<file path="src/rtl/hash_result_arbiter.sv">
// Round-robin merge of NUM_SRC hash-result streams onto one registered bus slice.
// A winning source keeps the bus until its delim beat is accepted.
`ifndef ADDR_WIDTH
`define ADDR_WIDTH 16
`endif
`ifndef HASH_ISSUE_WIDTH
`define HASH_ISSUE_WIDTH 1
`endif
`ifndef META_MATCH_LEN_WIDTH
`define META_MATCH_LEN_WIDTH 5
`endif

module hash_result_arbiter #(
  parameter int NUM_SRC = 4,
  parameter int SRC_W   = $clog2(NUM_SRC),
  parameter int W       = `ADDR_WIDTH + `HASH_ISSUE_WIDTH*(`ADDR_WIDTH+`META_MATCH_LEN_WIDTH+1+8)
) (
  input  logic                 clk,
  input  logic                 rst,
  input  logic [NUM_SRC-1:0]   i_valid,
  input  logic [NUM_SRC*W-1:0] i_payload,
  input  logic [NUM_SRC-1:0]   i_delim,
  output logic [NUM_SRC-1:0]   i_ready,
  output logic                 o_valid,
  output logic [W-1:0]         o_payload,
  output logic                 o_delim,
  output logic [SRC_W-1:0]     o_src_idx,
  input  logic                 o_ready,
  output logic                 o_locked
);

  typedef enum logic {ST_IDLE, ST_LOCKED} state_t;

  state_t               r_state, w_state_nxt;
  logic [SRC_W-1:0]     r_owner, w_owner_nxt;
  logic [SRC_W-1:0]     r_rr_ptr, w_rr_nxt;
  logic [SRC_W-1:0]     w_win;
  logic                 w_win_vld;
  logic                 w_slot_free;
  logic                 w_accept;
  logic                 w_win_in_vld;
  logic                 w_win_delim;
  logic [W-1:0]         w_win_payload;
  logic [2*NUM_SRC-1:0] w_rot;

  function automatic logic [SRC_W-1:0] f_inc(input logic [SRC_W-1:0] x);
    if (x == SRC_W'(NUM_SRC-1)) return '0;
    return x + SRC_W'(1);
  endfunction

  function automatic logic [SRC_W-1:0] f_add(input logic [SRC_W-1:0] a, input int k);
    logic [SRC_W:0] s;
    s = {1'b0, a} + (SRC_W+1)'(k);
    if (s >= (SRC_W+1)'(NUM_SRC)) s = s - (SRC_W+1)'(NUM_SRC);
    return s[SRC_W-1:0];
  endfunction

  assign w_slot_free = !o_valid || o_ready;
  assign w_rot       = {i_valid, i_valid} >> r_rr_ptr;

  // Scan from the highest rotated offset down so the nearest valid to rr_ptr wins.
  always_comb begin
    w_win     = r_owner;
    w_win_vld = 1'b0;
    if (r_state == ST_LOCKED) begin
      w_win_vld = 1'b1;
    end else begin
      for (int k = NUM_SRC-1; k >= 0; k--) begin
        if (w_rot[k]) begin
          w_win     = f_add(r_rr_ptr, k);
          w_win_vld = 1'b1;
        end
      end
    end
  end

  always_comb begin
    w_win_payload = '0;
    w_win_delim   = 1'b0;
    w_win_in_vld  = 1'b0;
    i_ready       = '0;
    for (int s = 0; s < NUM_SRC; s++) begin
      if (w_win == SRC_W'(s)) begin
        w_win_payload = i_payload[s*W +: W];
        w_win_delim   = i_delim[s];
        w_win_in_vld  = i_valid[s];
        i_ready[s]    = !rst && w_slot_free && w_win_vld;
      end
    end
  end

  assign w_accept = w_win_in_vld && (|i_ready);

  always_comb begin
    w_state_nxt = r_state;
    w_owner_nxt = r_owner;
    w_rr_nxt    = r_rr_ptr;
    if (w_accept) begin
      case (r_state)
        ST_IDLE: begin
          if (w_win_delim) begin
            w_rr_nxt = f_inc(w_win);
          end else begin
            w_state_nxt = ST_LOCKED;
            w_owner_nxt = w_win;
          end
        end
        ST_LOCKED: begin
          if (w_win_delim) begin
            w_state_nxt = ST_IDLE;
            w_rr_nxt    = f_inc(r_owner);
          end
        end
        default: w_state_nxt = ST_IDLE;
      endcase
    end
  end

  always_ff @(posedge clk or posedge rst) begin
    if (rst) begin
      r_state  <= ST_IDLE;
      r_owner  <= '0;
      r_rr_ptr <= '0;
    end else begin
      r_state  <= w_state_nxt;
      r_owner  <= w_owner_nxt;
      r_rr_ptr <= w_rr_nxt;
    end
  end

  always_ff @(posedge clk or posedge rst) begin
    if (rst) begin
      o_valid   <= 1'b0;
      o_payload <= '0;
      o_delim   <= 1'b0;
      o_src_idx <= '0;
    end else if (w_accept) begin
      o_valid   <= 1'b1;
      o_payload <= w_win_payload;
      o_delim   <= w_win_delim;
      o_src_idx <= w_win;
    end else if (o_ready) begin
      o_valid   <= 1'b0;
    end
  end

  assign o_locked = (r_state == ST_LOCKED);

endmodule

</file>
<file path="config.mk">
export PLATFORM = sky130hd
export DESIGN_NAME = hash_result_arbiter
export DESIGN_NICKNAME = d
export VERILOG_FILES = /design/src/rtl/hash_result_arbiter.sv
export SDC_FILE = /design/constraint.sdc
export NUM_CORES = 1
export LEC_CHECK = 0
export ABC_CLOCK_PERIOD_IN_PS = 4360
export CORE_UTILIZATION = 36
export DETAILED_ROUTE_END_ITERATION = 8
export GPL_TIMING_DRIVEN = 0
export PLACE_DENSITY_LB_ADDON = 0.25
export SYNTH_ARGS = -nofsm -noshare
export SYNTH_HDL_FRONTEND = slang
export SYNTH_SLANG_ARGS = --single-unit
</file>
<file path="constraint.sdc">
create_clock -name clk -period 4.36 [get_ports clk]
set_input_delay 0.436 -clock clk [delete_from_list [all_inputs] [get_ports clk]]
set_output_delay 0.436 -clock clk [all_outputs]
set_load 0.05 [all_outputs]
</file>
==> results of run 1 <==
-- power by group --
part	leakage, µW	internal, µW	total, µW	switching [µW]
Sequential	0.000692	748	889	142
Combinational	0.00179	1470	4030	2560
Clock	0.0000422	114	281	168
-- layout make-up --
| type | instances | area [µm²] |
|---|---|---|
| multi-input cells | 350 | 2120 |
| inverters | 7 | 26.3 |
| flip-flops and latches | 55 | 1380 |
| well taps | 133 | 166 |
| clock inverters | 1 | 5.00 |
| repair buffers | 248 | 2480 |
| clock buffers | 7 | 76.3 |
| plain buffers | 45 | 186 |
| fillers | 843 | 3430 |
-- worst max-delay path: cells and delay by family --
family,cells,cell delay (ns)
multiplexers,1,0.33
AND/OR/NAND/NOR,1,0.18
AO/OA/AOI/OAI,4,1.04
adder cells (fa/ha/maj),1,0.22
buffers and inverters,4,1.50
-- worst max path at each step --
stage | startpoint | end | slack (ns) | cells after the start
final | i_valid[2] | i_ready[3] | 0.23 | 11
after global routing | i_valid[2] | i_ready[3] | 0.06 | 11
after CTS | i_valid[3] | i_ready[2] | 0.01 | 11
after detailed placement | i_valid[2] | i_ready[3] | -0.84 | 12
after global placement | i_valid[2] | i_ready[3] | -0.67 | 12
after floorplan | i_valid[0] | i_ready[3] | 0.83 | 11
-- layer usage --
metal | track usage (%) | routed length [µm] | part of all wire (%) | vias to the layer above
met3 | 6.04 | 1130 | 7.3 | 33
li1 | - | - | - | 2185
met2 | 50.2 | 7780 | 51 | 234
met1 | 33.1 | 6050 | 39 | 2195
met4 | 9.52 | 389 | 2.5 | 0
met5 | 0 | 0 | 0 | -
-- sequential cells by signal (all words and copies together), names as in the netlist --
| register | cells |
|---|---|
| o_src_idx | 2 |
| r_owner | 2 |
| o_locked | 1 |
| o_valid | 1 |
| r_rr_ptr | 2 |
| o_payload | 46 |
| o_delim | 1 |
-- synth_stat cells, types with 3 or more instances --
cell / count / area share [%]
dfrtp_1: 55 / 37
nand2_1: 55 / 5.6
a21oi_1: 53 / 7.1
o21ai_0: 51 / 6.9
nor2b_1: 47 / 7.9
nor3_1: 46 / 6.2
a221oi_1: 45 / 11
clkbuf_1: 33 / 3.3
buf_1: 8 / 0.81
inv_1: 7 / 0.71
buf_2: 6 / 0.81
ha_1: 5 / 1.7
mux2i_1: 5 / 1.3
and2_1: 4 / 0.67
a21boi_0: 3 / 0.61
nor2_1: 3 / 0.30
-- cell families (layout without fill, tap and decap cells) --
group / count (synthesis) / after routing / synth area share [%]
xor gates and xnor gates: 1 / 1 / 0.236
DFF: 55 / 55 / 37.1
AOI/OAI and AO/OA: 168 / 168 / 29.1
and+or+nand+nor: 168 / 168 / 23.7
adders and majority gates: 5 / 5 / 1.69
muxes: 8 / 8 / 2.36
buffers and inverters: 55 / 308 / 5.87
-- stage by stage --
stage	area (µm²)	std cells
2_1_floorplan	3710	460
3_3_place_gp	6350	840
3_5_place_dp	6370	841
4_1_cts	6450	847
5_1_grt	6440	846
6_report	6440	846
-- what timing repair did --
| item | CTS | global route |
|---|---|---|
| gates resized for setup | 9 | 4 |
| setup buffers | 0 | 0 |
| setup endpoints to repair | 3 | 3 |
==> flow_summary.ini, run 1 <==
[yosys]
synth_cells = 460
synth_area_um2 = 3710
yosys_warnings = 0
async_flop_share_pct = 100
syn_nets = 660
synth_top_flop_cell = dfrtp_1
synth_seq_area_share_pct = 37.1
synth_cell_types = 45
synth-edff-count = 0
avgSynthCellArea_um2 = 8.07
ys_ff_latch = 55

[finish]
final_common_cell = clkdlybuf4s50_1
syn2layout_area_growth_pct = 73.5
nets = 912
fin_util_pct = 65.3
layout_common_cells = 244 x clkdlybuf4s50_1, 55 x nand2_1, 55 x dfrtp_1, 53 x a21oi_1, 51 x o21ai_0
antenna_cells = 0
drive_above_1_share_pct = 4.07

[detailed_routing]
dr.pass1.iters = 4
via_count = 4647
ant_nets = 0
drc_errors = 0
drt_iter0_drc = 258
routed_wl_mm = 15.3
wl_per_cell_um = 18.1
vias_per_cell = 5.49

[sta]
slew_headroom_pct = 56.1
worst_slack_ns = 0.233
max_freq_mhz = 242
skew_ns = 0.00866
worst_slew_pin_slew_ns = 0.658
rsz0062_at_grt = false
timing.hold.ws_ns = 0.486
post-route-period-util_pct = 94.7
period_needed_ns = 4.13
setup_tns_ns = 0
setup_viol = 0
finalHoldViolCount = 0
slew_viol_final = 0

[clocking]
insertion_delay_ns = 0.31
cts_buffers = 5
cts_hold_buf = 0
tritoncts = built
clock-sinks = 55
path_clk_slew_ns = 0.09
clock_tree.root_cell = clkbuf_8
clk_path_buf_depth = 2
htreeDepth = 2

[floorplanning]
die_width_um = 104
core_um2 = 9860
io_pins = 250
start_util_pct = 37.6
row_count = 36
dieArea_um2 = 10700
die_h_um = 104

[placed_design]
place.detailed.hpwl_mm = 12.1
dp_slack_ns = -0.836
io_buffers = 247
globalplace.congestion = 0.943

[outcome]
outcome = complete, no violations

[power_and_ir_drop]
vdd_ir_drop_max_v = 0.000376
p_total_uw = 5200
p_leak_uw = 0.00253
p_per_area_nw_per_um2 = 808

[critical_path]
worst_path_max_delay_cell = clkdlybuf4s50_1
worst-setup-path-type = in -> out
path_cells = clkdlybuf4s50_1 > mux2_2 > a211oi_1 > o311ai_0 > o211ai_1 > a21boi_0 > ha_1 > clkbuf_1 > clkbuf_4 > and2_1 > clkbuf_2
regToRegStartpoint = r_rr_ptr[1]$_DFFE_PP0P_
cp-end-kind = output pin
crit_fanout = 19
worstSetupStartpointType = primary input
r2r_end = o_payload[44]$_DFFE_PP0P_
ff2ff_path_depth = 11
cp.required_ns = 3.92
slowest_delay_ns = 0.55
arrival_ns = 3.69
regToRegSetupSlack_ns = 0.51

[global_routing]
grt_pass1_vias = 4674
grt_max_degree = 39
grtUsageTotal_pct = 28.0
antenna_found_initial = 0
grt_pass1_wl_mm = 23.8
grt_overflow = 0

[worst_hold_path]
hold_path.startpoint = o_payload[12]$_DFFE_PP0P_
min_path_cells = 2
whs_endpoint = o_payload[12]$_DFFE_PP0P_
hold_path_class = reg -> reg

[job]
max_cap_violations = 0
Note: power is estimated with default switching activity, not from simulation.
==> run 2, diff against run 1 <==
SLEW_MARGIN = 0   (was not set)
==> results of run 2 <==
Same layout as run 1: the final DEF is identical, and so are final timing and power.
==> run 3, diff against run 2 <==
CAP_MARGIN = 40   (was not set)
GPL_TIMING_DRIVEN = not set   (was 0)
==> run 3 against run 2 <==
  * Critical path depth decreased by 2
  * Routed wire length decreased by 13%
  * Global-route usage decreased by 3.6 points
  * Combinational power decreased by 3%
  * First-iteration DRC count decreased by 49%
  * Critical endpoint is now i_ready[1]
  * Largest power group unchanged
==> flow_summary.ini, run 3 (synthesis results as in run 1) <==
[outcome]
outcome = complete, no violations

[critical_path]
path_cells = mux2_2 > a211oi_1 > o311ai_0 > o211ai_1 > a21boi_0 > ha_2 > buf_4 > and2_1 > buf_12
slowest_delay_ns = 0.65
cp.required_ns = 3.92
regToRegSetupSlack_ns = 0.54
crit_fanout = 49
ff2ff_path_depth = 11
arrival_ns = 3.53
path_buf_inv = 2
regToRegStartpoint = r_rr_ptr[1]$_DFFE_PP0P_
path_depth = 9
path_delay_family = compound AO/OA/AOI/OAI gates
worst_path_max_delay_cell = dfrtp_1
worstSetupStartpointType = register
r2r_end = r_owner[0]$_DFFE_PP0P_
worst-setup-path-type = reg -> out
cp-end-kind = output pin

[floorplanning]
start_util_pct = 37.6
die_width_um = 104
die_h_um = 104
row_count = 36
dieArea_um2 = 10700
core_um2 = 9860
io_pins = 250

[clocking]
post_cts.repair.setup_buffers = 0
htreeDepth = 2
clk_path_buf_depth = 2
path_clk_slew_ns = 0.09
clock-sinks = 55
insertion_delay_ns = 0.30
post_cts_resized = 0
tritoncts = built
clock_tree.root_cell = clkbuf_8
cts_buffers = 5
cts_hold_buf = 0

[sta]
worst_slack_ns = 0.390
max_freq_mhz = 252
setup_tns_ns = 0
slew_headroom_pct = 54.4
worst_slew_pin_slew_ns = 0.684
finalHoldViolCount = 0
skew_ns = 0.00826
setup_viol = 0
slew_viol_final = 0
period_needed_ns = 3.97
rsz0062_at_grt = false
post-route-period-util_pct = 91.1

[detailed_routing]
via_count = 4299
drt_iter0_drc = 131
routed_wl_mm = 13.3
wl_per_cell_um = 16.4
dr.pass1.iters = 5
drc_errors = 0
vias_per_cell = 5.28
ant_nets = 0

[finish]
final_common_cell = clkdlybuf4s50_1
largest_reg_flops = 46
drive_above_1_share_pct = 5.14
antenna_cells = 0
regMostFlops = o_payload
multi_input_area_um2 = 2140
fillers = 828
seq_area_um2 = 1380
nets = 880
syn2layout_area_growth_pct = 73.8
layout_common_cells = 246 x clkdlybuf4s50_1, 55 x nand2_1, 55 x dfrtp_1, 53 x a21oi_1, 51 x o21ai_0

[job]
max_cap_violations = 0

[power_and_ir_drop]
vdd_ir_drop_max_v = 0.000500
p_leak_uw = 0.00253
p_per_area_nw_per_um2 = 794

[global_routing]
grtUsageTotal_pct = 24.4
grt_pass1_wl_mm = 21.0
antenna_found_initial = 0
grt_pass1_vias = 4306
grt_overflow = 0
grt_max_degree = 97

[worst_hold_path]
hold_path_class = in -> async

[placed_design]
place.detailed.hpwl_mm = 10.1
io_buffers = 249
dp_slack_ns = 0.339
globalplace.congestion = 0.907
==> run 3: power breakdown <==
part           internal (µW)  switching (µW)
Combinational           1530            2370
Clock                    145             157
Sequential               747             172
==> run 3: metal layers <==
metal | global-route usage (%) | part of all wire [%] | vias up
li1 | - | - | 2118
met3 | 6.73 | 8.8 | 27
met1 | 26.4 | 38 | 1949
met4 | 8.80 | 2.6 | 0
met2 | 45.2 | 50 | 205
met5 | 0 | 0 | -
==> run 3: worst max path at each step <==
stage | from | slack (ns) | endpoint
floorplan | i_valid[0] | 0.83 | i_ready[3]
CTS | r_rr_ptr[1]$_DFFE_PP0P_ | 0.41 | i_ready[1]
finish | r_rr_ptr[1]$_DFFE_PP0P_ | 0.39 | i_ready[1]
global route | r_rr_ptr[1]$_DFFE_PP0P_ | 0.12 | i_ready[1]
global placement | i_valid[3] | 0.11 | r_owner[0]$_DFFE_PP0P_
detailed placement | i_valid[0] | 0.34 | r_owner[0]$_DFFE_PP0P_
==> run 3: metrics by stage <==
stage | instances | util [%] | cell area (µm²) | power, µW | hold WS [ns]
finish | 814 | 65.4 | 6450 | 5120 | 0.402
global route | 814 | 65.4 | 6450 | 5520 | 0.418
CTS | 814 | 65.4 | 6450 | 5140 | 0.397
detailed placement | 806 | 64.4 | 6350 | 4830 | 0.470
global placement | 805 | 64.2 | 6330 | 4720 | 0.461
floorplan | 460 | - | 3710 | 3610 | 0.563
==> run 3: area by class of cell <==
type	count	area share [%]
multi-input combinational	350	33.2
inverter	7	0.407
timing repair buffer	261	40.9
sequential	55	21.3
tap	133	2.58
clock buffer	8	1.55
